==> src/rtl/fetch_unit.sv <==
// Instruction-fetch stage: holds the PC, fetches over a req/ack handshake, presents the
// latched instruction downstream and steps the PC on retire using the branch/jump resolution.
module fetch_unit #(
  parameter logic [31:0] RESET_PC = 32'h0000_0000,
  parameter int unsigned CNT_W    = 32
) (
  input  logic             i_clk,
  input  logic             i_rst,
  output logic             o_imem_req,
  output logic [31:0]      o_imem_addr,
  input  logic             i_imem_ack,
  input  logic [31:0]      i_imem_rdata,
  output logic [31:0]      o_instr,
  output logic             o_instr_valid,
  input  logic             i_instr_ready,
  input  logic             i_branch,
  input  logic             i_zero,
  input  logic             i_j,
  output logic [31:0]      o_pc,
  output logic [31:0]      o_pc_plus4,
  output logic [CNT_W-1:0] o_retired
);

  localparam logic [31:0] RESET_PC_W = {RESET_PC[31:2], 2'b00};

  typedef enum logic {S_REQ = 1'b0, S_HOLD = 1'b1} state_t;

  state_t           r_state;
  logic [31:0]      r_pc;
  logic [31:0]      r_instr;
  logic [CNT_W-1:0] r_retired;

  logic [31:0] w_pc_plus4;
  logic [31:0] w_br_off;
  logic [31:0] w_jump_tgt;
  logic [31:0] w_next_pc;
  logic        w_retire;

  assign w_pc_plus4 = r_pc + 32'd4;
  assign w_br_off   = {{14{r_instr[15]}}, r_instr[15:0], 2'b00};
  assign w_jump_tgt = {w_pc_plus4[31:28], r_instr[25:0], 2'b00};
  assign w_retire   = (r_state == S_HOLD) && i_instr_ready;

  // Jump wins over branch; zero only matters when branch is set.
  always_comb begin
    w_next_pc = w_pc_plus4;
    if (i_j)
      w_next_pc = w_jump_tgt;
    else if (i_branch && i_zero)
      w_next_pc = w_pc_plus4 + w_br_off;
  end

  always_ff @(posedge i_clk or posedge i_rst) begin
    if (i_rst) begin
      r_state   <= S_REQ;
      r_pc      <= RESET_PC_W;
      r_instr   <= 32'd0;
      r_retired <= '0;
    end else begin
      case (r_state)
        S_REQ: begin
          if (i_imem_ack) begin
            r_instr <= i_imem_rdata;
            r_state <= S_HOLD;
          end
        end
        S_HOLD: begin
          if (w_retire) begin
            r_pc      <= {w_next_pc[31:2], 2'b00};
            r_retired <= r_retired + CNT_W'(1);
            r_state   <= S_REQ;
          end
        end
        default: r_state <= S_REQ;
      endcase
    end
  end

  // Request is a pure decode of the state register, forced low while reset is held.
  assign o_imem_req    = (r_state == S_REQ) && !i_rst;
  assign o_imem_addr   = r_pc;
  assign o_instr       = r_instr;
  assign o_instr_valid = (r_state == S_HOLD);
  assign o_pc          = r_pc;
  assign o_pc_plus4    = w_pc_plus4;
  assign o_retired     = r_retired;

endmodule

==> config.mk <==
export PLATFORM = sky130hd
export DESIGN_NAME = fetch_unit
export DESIGN_NICKNAME = d
export VERILOG_FILES = /design/src/rtl/fetch_unit.sv
export SDC_FILE = /design/constraint.sdc
export NUM_CORES = 1
export LEC_CHECK = 0
export CAP_MARGIN = 5
export CORE_MARGIN = 10
export CORE_UTILIZATION = 41
export CTS_CLUSTER_DIAMETER = 120
export DETAILED_ROUTE_END_ITERATION = 10
export DONT_BUFFER_PORTS = 1
export PLACE_DENSITY = 0.56
export SLEW_MARGIN = 10
export SYNTH_ARGS = -nofsm -noshare
export SYNTH_HDL_FRONTEND = slang
export SYNTH_SLANG_ARGS = --single-unit
==> constraint.sdc <==
create_clock -name i_clk -period 7.4 [get_ports i_clk]
set_input_delay 0.37 -clock i_clk [delete_from_list [all_inputs] [get_ports i_clk]]
set_output_delay 0.37 -clock i_clk [all_outputs]
set_load 0.02 [all_outputs]
==> results by stage <==
Outcome:
- The run finished with clean final reports.

Placed design:
- The final estimated routing congestion in global placement is 0.954.
- After detailed placement, the design holds a cell count of 878.
- Summed over all nets, the half-perimeter wirelength after detailed placement is 14.0 mm.
- The number of input and output port buffers inserted is 0.
- The worst setup slack before clock tree synthesis is 2.49 ns.
- The placed instances occupy a cell area of 6490 um^2.

Detailed routing:
- For this run, the detailed router's first-pass iteration total came to 5.
- Across all layers, the routed design uses 5,138 vias.
- The residual DRC count is 0.
- The average vias per placed instance is 5.74.
- The routed wire length is 18.8 mm.
- The detail-routed net length per standard cell is 21.0 um.
- In this run the remaining antenna-violating nets after routing total 0.
- After the first detailed-routing iteration, the DRC count stood at 403.

STA:
- The setup TNS is 0 ns.
- Hold timing on the final database bottoms out at a slack of 0.150 ns.
- The post-layout minimum cycle time is 5.00 ns.
- Setup repair after global routing left no endpoint under its margin.
- Dividing the final minimum period by the clock period gives 67.6%.
- The transition time at the pin with the least slew margin is 1.15 ns.
- On the final layout, the worst clock skew is 0.0111 ns.
- The final max-slew violation count is 0.
- The relative slew slack is 23.2%.
- In the post-route analysis, the smallest setup slack over all paths is 2.40 ns.
- The number of hold violations in the final report is 0.
- Setup violations remaining at the end of the flow were counted as 0.
- Timing would allow up to 200 MHz.

Logic synthesis:
- After technology mapping, the gate count stands at 714.
- The post-synthesis average cell area is 9.19 um^2.
- The async set-or-reset flop fraction in the synthesized netlist is 100%.
- The mapped netlist covers 6570 um^2.
- Of the synthesized area, sequential elements account for 36.2%.
- The dominant register cell in the synthesized netlist is dfrtp_1.
- The number of synthesized flops with an enable pin is 0.
- The number of storage elements in the synthesis netlist is 95.
- For this run, the number of Yosys warnings is 0.
- The post-synthesis cell type count is 62.

Pwr:
- The analysis attributes to cell leakage a power of 2.93 nW.
- The peak supply drop is 0.137 mV.
- For this design the ratio of total power to cell area is 415 nW/um^2.

CTS:
- The root buffer selected by CTS is clkbuf_16.
- After clock tree synthesis, the repair step resized 0 gates.
- The clock transition at the registers of the reported paths is 0.07 ns.
- The H-tree generated during clock tree synthesis spans 3 levels.
- The clock insertion delay at the later pin of the skew report is 0.36 ns.
- For this design, the sink count on the clock tree is 95.
- In this run the post-CTS setup repair buffer count came out at 0.
- TritonCTS built the clock tree.
- Counting the buffers created by CTS gives 9.
- The number of buffers on the longest clock path is 2.

Cells and area:
- In the final layout, the share of cells above drive strength 1 is 11.5%.
- The library cells used most frequently in the layout, excluding fill and tap cells, are dfrtp_1, nand2_1, nor2_1.
- The number of non-filler instances in the completed layout is 895.
- At the end of the flow, the number of nets in the layout was 751.
- The area added between synthesis and finish is 3.49%.
- Leaving out fill and tap cells, the most frequent cell in the layout is dfrtp_1.
- 0 antenna diodes ended up in the layout.
- The post-route cell area is 6790 um^2.

Die:
- The floorplan step defined a core boundary enclosing 15,800 um^2.
- The die is 147 um tall.
- The total number of placement rows is 46.
- The floorplan die width is 147 um.
- Once the floorplan was initialized, standard cells occupied 41.6% of the core.
- In this run the count of I/O pins placed on the die edge is 201.
- The area of the die is 21,500 um^2.

Hold path:
- The class of the tightest hold or removal check is in2reg.
- The path with the worst hold slack has its endpoint at o_instr[25]$_DFFE_PP0P_.
- The worst hold path stage count is 2.
- The worst hold path begins at i_imem_rdata[25].

Setup path:
- The worst flop-to-flop path endpoint is o_imem_addr[29]$_DFFE_PP0P_.
- The depth of the worst register-to-register path is 17.
- Data on the critical path arrives at its endpoint at 5.24 ns.
- The endpoint class of the critical path is a flop.
- At the worst endpoint, the required time is 7.64 ns.
- The most critical setup path has its startpoint at o_imem_addr[2]$_DFFE_PP0P_.
- The kind of critical path is reg2reg.
- The worst setup path is launched from a flop.
- The startpoint identified for the worst register-to-register timing path is o_imem_addr[2]$_DFFE_PP0P_.
- The maximum fanout count along the critical path is 6.
- In this run the register-to-register setup slack is 2.40 ns.

Global routing:
- Global routing finished with a remaining overflow of 0.
- The initial antenna violation count was 0.
- Entering global routing, the biggest net connects 53 pins.
- The number of global-route vias before repair was 5,287.
- The total routing resource utilization after global routing is 17.6%.
- The wire length of the first global-routing pass is 30.4 mm.

Flow run:
- The max-cap violation count is 0.
## timing repair
action                                 CTS  global route
endpoints found under the hold margin   46             0
hold buffers                             1             0
setup endpoints to repair                0             0
## cells in the mapped netlist, drive strengths merged (16+ instances only)
cell type,instances,area share (%)
a21oi,38,3.0
xor2,30,4.0
nor2,57,3.6
xnor2,51,6.8
inv,18,1.0
nand2,84,4.8
mux2,32,5.5
ha,37,7.1
nand3,25,2.2
o21ai,41,3.2
buf,44,4.9
clkbuf,16,1.2
nand4,19,1.9
dfrtp,95,36
## cells by family (layout without fill, tap and decap cells)
kind of cell	Yosys count	after routing	synth area share (%)
and+or+nand+nor	230	230	16.9
xor gates and xnor gates	81	81	10.8
muxes	36	36	6.10
buffers and inverters	78	38	7.15
DFF	95	95	36.2
other	1	6	0.0571
AOI/OAI and AO/OA	155	155	15.4
adders and majority gates	38	38	7.36
## cell type report
type	instances	area, um^2
Fill cell	1569	8980
Multi-Input combinational cell	546	3750
Inverter	18	70.1
Clock inverter	6	57.6
Sequential cell	95	2380
Timing Repair Buffer	4	32.5
Clock buffer	10	239
Tap cell	216	270
## critical path: stages (launching register included)
cell,delay (ns)
dfrtp_1,0.72
ha_1,0.32
nand2_1,0.11
nor2_1,0.25
nand4_1,0.29
nor2_2,0.39
nand2_1,0.11
xnor2_1,0.58
ha_1,0.41
a21o_1,0.20
a21o_2,0.21
a21o_2,0.23
a21o_1,0.18
a21oi_1,0.14
o21ai_0,0.09
a311oi_1,0.33
mux2i_1,0.23
nand3_1,0.09
## how the worst max path moves through the flow
| stage | slack [ns] | end | cells after the start |
|---|---|---|---|
| after global routing | 2.06 | o_imem_addr[31]$_DFFE_PP0P_ | 17 |
| after floorplan | 3.39 | o_imem_addr[29]$_DFFE_PP0P_ | 17 |
| after detailed placement | 2.49 | o_imem_addr[29]$_DFFE_PP0P_ | 17 |
| after global placement | 2.59 | o_imem_addr[29]$_DFFE_PP0P_ | 17 |
| after CTS | 2.44 | o_imem_addr[29]$_DFFE_PP0P_ | 17 |
| final | 2.40 | o_imem_addr[29]$_DFFE_PP0P_ | 17 |
## where the power goes
part	leakage [nW]	internal, mW	total (mW)	switching, mW
Clock	0.148	0.246	0.475	0.229
Combinational	1.61	0.497	1.27	0.774
Sequential	1.17	0.627	1.08	0.450
Total	2.93	1.37	2.82	1.45
## through the flow
| step | util (%) | power, mW |
|---|---|---|
| floorplan | - | 2.14 |
| global placement | 41.1 | 2.33 |
| detailed placement | 41.1 | 2.35 |
| CTS | 43.1 | 2.84 |
| global route | 43.1 | 3.05 |
| finish | 43.1 | 2.82 |
## flip-flops by register name, indices dropped and copies added, names as in the netlist
register / count
o_imem_addr: 30
o_instr: 32
o_instr_valid: 1
o_retired: 32
## routing by layer
metal	share of wire [%]	vias to the layer above	global-route usage, %
met1	41	2517	21.2
met3	8.8	26	5.78
met4	2.1	0	6.76
li1	-	2409	-
met2	48	186	28.5
met5	0	-	0
Note: power is estimated with default switching activity, not from simulation.
